`src/rtl/hex_reply_receiver.sv`:
```
// UART (8N1) receiver plus "HH " token parser for the calculator's reply stream.
// Each reconstructed byte value is presented on value_out with a one-cycle strobe.
module hex_reply_receiver #(
    parameter int CLKS_PER_BIT = 434
) (
    input  logic       clk,
    input  logic       reset_n,
    input  logic       serial_in,
    output logic [7:0] rx_byte,
    output logic       rx_byte_valid,
    output logic       rx_busy,
    output logic [7:0] value_out,
    output logic       value_valid,
    output logic [7:0] value_count,
    output logic       frame_err,
    output logic       parse_err
);

    localparam int TW = $clog2(CLKS_PER_BIT);
    localparam logic [TW-1:0] HALF_M1 = TW'(CLKS_PER_BIT / 2 - 1);
    localparam logic [TW-1:0] FULL_M1 = TW'(CLKS_PER_BIT - 1);

    localparam logic [1:0] S_IDLE  = 2'd0;
    localparam logic [1:0] S_START = 2'd1;
    localparam logic [1:0] S_DATA  = 2'd2;
    localparam logic [1:0] S_STOP  = 2'd3;

    localparam logic [1:0] P_EXP_HI  = 2'd0;
    localparam logic [1:0] P_EXP_LO  = 2'd1;
    localparam logic [1:0] P_EXP_SEP = 2'd2;

    logic          sync1_q, sync1_d, sync2_q, sync2_d;
    logic [1:0]    state_q, state_d;
    logic [TW-1:0] timer_q, timer_d;
    logic [2:0]    bit_idx_q, bit_idx_d;
    logic [7:0]    shift_q, shift_d;
    logic          brk_q, brk_d;
    logic [7:0]    rx_byte_q, rx_byte_d;
    logic          rx_valid_q, rx_valid_d;
    logic          frame_err_q, frame_err_d;

    logic [1:0]    pstate_q, pstate_d;
    logic [3:0]    hi_q, hi_d, lo_q, lo_d;
    logic [7:0]    value_q, value_d;
    logic          value_valid_q, value_valid_d;
    logic [7:0]    count_q, count_d;
    logic          parse_err_q, parse_err_d;

    logic          hex_ok;
    logic [3:0]    hex_val;
    logic          line;

    assign line = sync2_q;

    // Bit-level FSM; brk_q holds us in STOP after a low stop bit until the line recovers.
    always_comb begin
        sync1_d     = serial_in;
        sync2_d     = sync1_q;
        state_d     = state_q;
        timer_d     = timer_q;
        bit_idx_d   = bit_idx_q;
        shift_d     = shift_q;
        brk_d       = brk_q;
        rx_byte_d   = rx_byte_q;
        rx_valid_d  = 1'b0;
        frame_err_d = 1'b0;
        case (state_q)
            S_IDLE: begin
                if (!line) begin
                    state_d = S_START;
                    timer_d = '0;
                end
            end
            S_START: begin
                if (timer_q == HALF_M1) begin
                    if (!line) begin
                        state_d   = S_DATA;
                        timer_d   = '0;
                        bit_idx_d = 3'd0;
                    end else begin
                        state_d = S_IDLE;
                    end
                end else begin
                    timer_d = timer_q + TW'(1);
                end
            end
            S_DATA: begin
                if (timer_q == FULL_M1) begin
                    timer_d = '0;
                    shift_d = {line, shift_q[7:1]};
                    if (bit_idx_q == 3'd7) begin
                        state_d = S_STOP;
                    end else begin
                        bit_idx_d = bit_idx_q + 3'd1;
                    end
                end else begin
                    timer_d = timer_q + TW'(1);
                end
            end
            S_STOP: begin
                if (brk_q) begin
                    if (line) begin
                        brk_d   = 1'b0;
                        state_d = S_IDLE;
                    end
                end else if (timer_q == FULL_M1) begin
                    if (line) begin
                        rx_byte_d  = shift_q;
                        rx_valid_d = 1'b1;
                        state_d    = S_IDLE;
                    end else begin
                        frame_err_d = 1'b1;
                        brk_d       = 1'b1;
                    end
                end else begin
                    timer_d = timer_q + TW'(1);
                end
            end
            default: state_d = S_IDLE;
        endcase
    end

    always_comb begin
        hex_ok  = 1'b1;
        hex_val = 4'd0;
        if (rx_byte_q >= 8'h30 && rx_byte_q <= 8'h39) begin
            hex_val = rx_byte_q[3:0];
        end else if ((rx_byte_q >= 8'h41 && rx_byte_q <= 8'h46) ||
                     (rx_byte_q >= 8'h61 && rx_byte_q <= 8'h66)) begin
            hex_val = rx_byte_q[3:0] + 4'd9;
        end else begin
            hex_ok = 1'b0;
        end
    end

    // Token parser, stepped once per accepted byte.
    always_comb begin
        pstate_d      = pstate_q;
        hi_d          = hi_q;
        lo_d          = lo_q;
        value_d       = value_q;
        value_valid_d = 1'b0;
        count_d       = count_q;
        parse_err_d   = 1'b0;
        if (rx_valid_q) begin
            case (pstate_q)
                P_EXP_HI: begin
                    if (hex_ok) begin
                        hi_d     = hex_val;
                        pstate_d = P_EXP_LO;
                    end else if (!(rx_byte_q == 8'h20 || rx_byte_q == 8'h0D || rx_byte_q == 8'h0A)) begin
                        parse_err_d = 1'b1;
                    end
                end
                P_EXP_LO: begin
                    if (hex_ok) begin
                        lo_d     = hex_val;
                        pstate_d = P_EXP_SEP;
                    end else begin
                        parse_err_d = 1'b1;
                        pstate_d    = P_EXP_HI;
                    end
                end
                P_EXP_SEP: begin
                    if (rx_byte_q == 8'h20) begin
                        value_d       = {hi_q, lo_q};
                        value_valid_d = 1'b1;
                        count_d       = count_q + 8'd1;
                    end else begin
                        parse_err_d = 1'b1;
                    end
                    pstate_d = P_EXP_HI;
                end
                default: pstate_d = P_EXP_HI;
            endcase
        end
    end

    always_ff @(posedge clk or negedge reset_n) begin
        if (!reset_n) begin
            sync1_q       <= 1'b1;
            sync2_q       <= 1'b1;
            state_q       <= S_IDLE;
            timer_q       <= '0;
            bit_idx_q     <= 3'd0;
            shift_q       <= 8'd0;
            brk_q         <= 1'b0;
            rx_byte_q     <= 8'd0;
            rx_valid_q    <= 1'b0;
            frame_err_q   <= 1'b0;
            pstate_q      <= P_EXP_HI;
            hi_q          <= 4'd0;
            lo_q          <= 4'd0;
            value_q       <= 8'd0;
            value_valid_q <= 1'b0;
            count_q       <= 8'd0;
            parse_err_q   <= 1'b0;
        end else begin
            sync1_q       <= sync1_d;
            sync2_q       <= sync2_d;
            state_q       <= state_d;
            timer_q       <= timer_d;
            bit_idx_q     <= bit_idx_d;
            shift_q       <= shift_d;
            brk_q         <= brk_d;
            rx_byte_q     <= rx_byte_d;
            rx_valid_q    <= rx_valid_d;
            frame_err_q   <= frame_err_d;
            pstate_q      <= pstate_d;
            hi_q          <= hi_d;
            lo_q          <= lo_d;
            value_q       <= value_d;
            value_valid_q <= value_valid_d;
            count_q       <= count_d;
            parse_err_q   <= parse_err_d;
        end
    end

    assign rx_byte       = rx_byte_q;
    assign rx_byte_valid = rx_valid_q;
    assign rx_busy       = (state_q != S_IDLE);
    assign value_out     = value_q;
    assign value_valid   = value_valid_q;
    assign value_count   = count_q;
    assign frame_err     = frame_err_q;
    assign parse_err     = parse_err_q;

endmodule

```
`config.mk`:
```
export PLATFORM = sky130hd
export DESIGN_NAME = hex_reply_receiver
export DESIGN_NICKNAME = d
export VERILOG_FILES = /design/src/rtl/hex_reply_receiver.sv
export SDC_FILE = /design/constraint.sdc
export NUM_CORES = 1
export LEC_CHECK = 0
export ABC_AREA = 1
export CAP_MARGIN = 20
export CORE_MARGIN = 3
export CORE_UTILIZATION = 57
export DETAILED_ROUTE_END_ITERATION = 8
export PLACE_DENSITY = 0.8
export REMOVE_ABC_BUFFERS = 1
export SKIP_LAST_GASP = 1
export SLEW_MARGIN = 5
export SYNTH_ARGS = -nofsm -noshare
export SYNTH_HDL_FRONTEND = slang
export SYNTH_SLANG_ARGS = --single-unit
```
`constraint.sdc`:
```
create_clock -name clk -period 1.7 [get_ports clk]
set_input_delay 0.17 -clock clk [delete_from_list [all_inputs] [get_ports clk]]
set_output_delay 0.17 -clock clk [all_outputs]
set_load 0.02 [all_outputs]
```
Yosys cells after proc, flatten, opt, wreduce, memory -nomap -nowiden
Index checks and enable logic that the tools add are counted.
Widths: inputs -> output; s select.
{"block": "word_totals", "inputBits": 3, "ff_bits": 63}
{"block": "op_classes", "order_cmp": 6, "eq_ne": 21, "muxes": 45, "bitwise": 1, "addsub": 4, "reduce_logical": 19}
{"cell": "$mux 9", "n": 5}
{"cell": "$pmux 9 s4", "n": 1}
{"cell": "$mux 2", "n": 10}
{"cell": "$mux 1", "n": 19}
{"cell": "$ne 2x2->1 const B", "n": 9}
{"cell": "$eq 8x4->1 const B", "n": 2}
{"cell": "$ge 8x7->1 const B", "n": 2}
{"cell": "$le 8x7->1 const B", "n": 2}
{"cell": "$mux 3", "n": 4}
{"cell": "$reduce_and 5->1", "n": 2}
{"cell": "$add 9x1->9 const B", "n": 1}
{"cell": "$eq 9x8->1 const B", "n": 1}
{"cell": "$eq 9x9->1 const B", "n": 1}
{"cell": "$reduce_and 3->1", "n": 3}
{"cell": "$add 8x1->8 const B", "n": 1}
{"cell": "$eq 8x6->1 const B", "n": 1}
{"cell": "$ge 8x6->1 const B", "n": 1}
{"cell": "$le 8x6->1 const B", "n": 1}
{"cell": "$mux 4", "n": 2}
{"cell": "$pmux 2 s4", "n": 1}
{"cell": "$eq 2x2->1 const B", "n": 3}
{"cell": "$pmux 3 s2", "n": 1}
{"cell": "$reduce_and 2->1", "n": 3}
{"cell": "$add 4x4->4 const B", "n": 1}
{"cell": "12 further kinds", "n": 19}

Longest topological paths before layout
{"block": "logic_depth", "depth_word": 8, "depth_mapped": 11, "depth_no_buf": 11}

Worst setup path before layout
No wires, ideal clock.
{"block": "synth_timing", "path_type": "reg2reg", "startpoint": "register rx_byte_q[0] (netlist: rx_byte[0])", "endpoint": "register pstate_q[1]", "period_less_slack_ps": 1665, "path_buffers": 0, "path_slack_ps": 35, "t_required_ps": 1565, "arrival_ps": 1530, "stages_incl_launch_ff": 11, "setup_ps": 135, "cell_sequence": "dfrtp_1 inv_1 ha_1 o21ai_0 nand2_1 nand2_1 nand2_1 nand2_2 inv_2 nand2_2 o21ai_0"}
{"block": "synth_via", "elab_chain_cells": 7, "word_cells_on_any_way": 16, "classes_between": "order compare (6); eq/ne (1); mux (4); reduce/logical (5)"}
{"element": "start: declaration", "line_no": "38", "rtl": "logic [7:0] rx_byte_q, rx_byte_d;"}
{"element": "start signal: assignment", "line_no": "206", "rtl": "rx_byte_q <= rx_byte_d;"}
{"element": "$ge 8x7->1, or another cell as far along", "line_no": "128", "rtl": "end else if ((rx_byte_q >= 8'h41 && rx_byte_q <= 8'h46) ||"}
{"element": "$logic_and 1x1->1 (on tied branches)", "line_no": "128, 129"}
{"element": "$logic_or 1x1->1", "line_no": "128"}
{"element": "$mux 1", "line_no": "128"}
{"element": "$mux 1 (*)", "line_no": "126", "rtl": "if (rx_byte_q >= 8'h30 && rx_byte_q <= 8'h39) begin"}
{"element": "$mux 2 / $ne 2x2->1 (equally long branches)"}
{"element": "$pmux 2 s2 / $reduce_and 2->1 (equally long branches)"}
{"element": "end signal: assignment", "line_no": "209", "rtl": "pstate_q <= pstate_d;"}
{"element": "end: declaration", "line_no": "42", "rtl": "logic [1:0] pstate_q, pstate_d;"}
Mark *: on every way between the ends. The rest lies on a longest branch, timed or not.
A chain may end at the register's enable or synchronous reset.

Worst setup path after layout
{"block": "layout_timing", "startpoint": "register rx_byte_q[1] (netlist: rx_byte[1])", "endpoint": "output port rx_byte[1]"}
{"element": "end: declaration", "line_no": "9", "rtl": "output logic [7:0] rx_byte,"}
No word-level cell between the ends.

==> out/results.txt <==
# IOs -> 32
Max-Cap Viols -> 0
WHS -> 0.237 ns
Power per Cell Area -> 760 mW/mm²
Number of global-route vias before repair -> 2528
Crit-path cells -> buf_4 -> clkdlybuf4s50_1
Clock Sinks -> 63
Worst rel slew slack -> 0.735
FP Rows -> 26
Port bufs -> 31
Initial antenna violation count -> 0
Layout Cells excl Fill -> 510
DR WL/cell -> 12.3 µm
Post-synthesis adder-cell area fraction -> 0.0388
Setup Skew -> 0.00839 ns
Crit-path slowest cell -> clkdlybuf4s50_1
Worst Tran Pin Value -> 0.396 ns
H-tree depth -> 3
Nets -> 448
Post-synthesis sequential area ratio -> 0.489
Peak VDD IR -> 0.000516 V
Crit-path max cell delay -> 0.60 ns
Endpoint type of the worst setup path -> output pin
Main combinational cell family by area after synthesis -> simple AND/OR/NAND/NOR gates
Synth warnings -> 0
Achievable Freq -> 0.608 GHz
Die Ht -> 81.3 µm
Core Util, Final -> 0.749
Hold WC Path Type -> primary input to flop
Post-placement cell count -> 488
Final hold viol count -> 0
DP HPWL -> 4360 µm
DRC viols -> 0
DR pass1 iterations -> 4
FILL cells -> 395
Dpl cell area -> 0.00365 mm²
First-pass GRT wire length -> 10800 µm
Xor and xnor area share after synthesis -> 0.0353
Top cells by area, synth -> dfrtp_1 (47%), nand2_1 (15%), inv_1 (5.8%)
Top fanout value on the critical path -> 6
Routed Antenna Nets -> 0
Post-DR vias/cell -> 4.98
CTS tree -> built
Worst path top cell family by delay -> buffers and inverters
Final setup viols -> 0
Synth Area in Compound Gates -> 0.0798
Gr ovfl total -> 0
Root Buffer -> clkbuf_8
Initial core utilization -> 0.609
DR iter-0 viols -> 114
Later-pin clock latency in the skew report -> 0.34 ns
Die area -> 0.00660 mm²
Pleak -> 0.00203 µW
Instance count of the mapped netlist -> 386
Routability Congestion -> 0.806
Max Slew Vio Count -> 0
Fin area -> 0.00397 mm²
Core area -> 0.00530 mm²
CP Buf/Inv Count -> 2
Setup CP Type -> flop to output pin
Yosys reg bits -> 63
Area delta synth->final -> 23.0%
Final period utilization -> 0.968
Post-Synth Simple-Gate Area -> 0.279
CTS Buffer Depth -> 2
Layout cells sized above 1 -> 0.175
Post-synthesis area per instance -> 8.36 µm²
Netlist cell types -> 31
GRT Resource Usage Total -> 0.214
Outcome -> finished, final reports clean
Total number of vias -> 2540
Mapped Area -> 0.00323 mm²
Top cell type's share of synthesized area -> 0.473
Fin crit period -> 1.65 ns
Worst Path Arrival -> 1.48 ns
CP required -> 1.53 ns
Die W -> 81.3 µm
Final WL -> 6290 µm
Ant diodes -> 0
CTS Buf Count -> 9
Post-synth top area cell -> dfrtp_1
Mux share of post-synthesis cell area -> 0
CP Launch Type -> flop
Worst-path clk slew -> 0.07 ns
Largest net degree at the start of global routing -> 64
==> flip-flops by register name, summed over array words and instances (netlist names), named ones only <==
name,cells
shift_q,8
value_valid,1
bit_idx_q,3
brk_q,1
timer_q,9
value_out,8
sync1_q,1
value_count,8
hi_q,4
line,1
parse_err,1
rx_byte_valid,1
frame_err,1
rx_byte,8
lo_q,4
pstate_q,2
state_q,1
==> synthesized netlist by cell type <==
cell      instances
nand3_1          17
xor2_1           10
nand2_2           6
buf_4             3
nor2_1           24
ha_1             10
xnor2_1           3
and2_4            1
dfrtp_1          61
buf_6             2
nor4_4            1
o21ai_2          15
o22ai_1           1
nand3_2           2
nand2_4           2
dfstp_2           2
nand2_1         133
inv_2             4
a22oi_1           1
o21ai_1           6
nand4_1           5
nor3_1            2
buf_2             1
o31ai_1           1
inv_1            50
nor2_2            2
nor2_4            3
nand3b_1          2
o21ai_0          14
a21oi_1           1
nand4_2           1
==> final cells by class <==
| cell class | instances | area (µm²) | share of cell area |
|---|---|---|---|
| Clock inverter | 6 | 92.6 | 0.0233 |
| Multi-Input combinational cell | 263 | 1440 | 0.361 |
| Tap cell | 70 | 87.6 | 0.0221 |
| Clock buffer | 10 | 138 | 0.0347 |
| Timing Repair Buffer | 44 | 433 | 0.109 |
| Inverter | 54 | 203 | 0.0511 |
| Sequential cell | 63 | 1580 | 0.398 |
==> cells by family after synthesis <==
group / Yosys count
and+or+nand+nor: 201
AOI/OAI and AO/OA: 39
xor gates and xnor gates: 13
DFF: 63
buffers and inverters: 60
adders and majority gates: 10
==> timing repair <==
action	CTS	global route
hold buffers	1	0
pin swaps	0	3
resized for setup	3	15
endpoints found under the hold margin	61	0
setup buffers	0	5
setup endpoints to repair	2	15
==> layer usage <==
metal,track usage,vias to the layer above,wire length (µm)
met3,0.0554,11,180
met2,0.360,43,3180
met4,0.113,0,134
li1,-,1295,-
met1,0.250,1191,2790
met5,0,-,0
==> report_power, final <==
group | internal, µW | switching [µW]
combinational | 9.89 | 33.1
clock | 872 | 600
sequential | 1500 | 1.31
total | 2380 | 634
==> stage by stage <==
stage               setup TNS [ns]  setup WS (ns)  power (µW)
detailed placement               0         0.0763        1580
global placement                 0          0.145        1580
global route                -0.116        -0.0429        3120
CTS                              0         0.0201        3060
floorplan                  -0.0496        -0.0496        1540
finish                           0         0.0540        3020
==> path summary, 6_finish.rpt <==
path                                 start             end  slack [ns]  depth (start not counted)
max in group asynchronous          reset_n            line        1.01                          3
worst min-delay path             serial_in         sync1_q        0.24                          1
worst max-delay path            rx_byte[1]      rx_byte[1]        0.05                          2
worst max register to register  rx_byte[1]         hi_q[0]        0.09                         10
min in group asynchronous          reset_n  value_count[6]        0.37                          3
worst min register to register     sync1_q            line        0.36                          0
==> cell usage in the layout (no fill, tap or decap), types with 2 or more instances in the layout <==
cell type / count
buf_12: 2
buf_4: 10
bufinv_16: 2
clkbuf_8: 10
clkdlybuf4s50_1: 26
clkinvlp_4: 2
dfrtp_1: 59
dfrtp_2: 2
dfstp_2: 2
dlygate4sd2_1: 2
dlymetal6s2s_1: 2
ha_1: 8
ha_4: 2
inv_1: 48
inv_2: 6
nand2_1: 131
nand2_2: 7
nand2_4: 3
nand3_1: 17
nand3_2: 2
nand3b_1: 2
nand4_1: 5
nor2_1: 24
nor2_2: 2
nor2_4: 3
nor3_1: 2
o21ai_0: 12
o21ai_1: 7
o21ai_2: 16
xnor2_1: 3
xor2_1: 10
(Power assumes the default switching activity.)
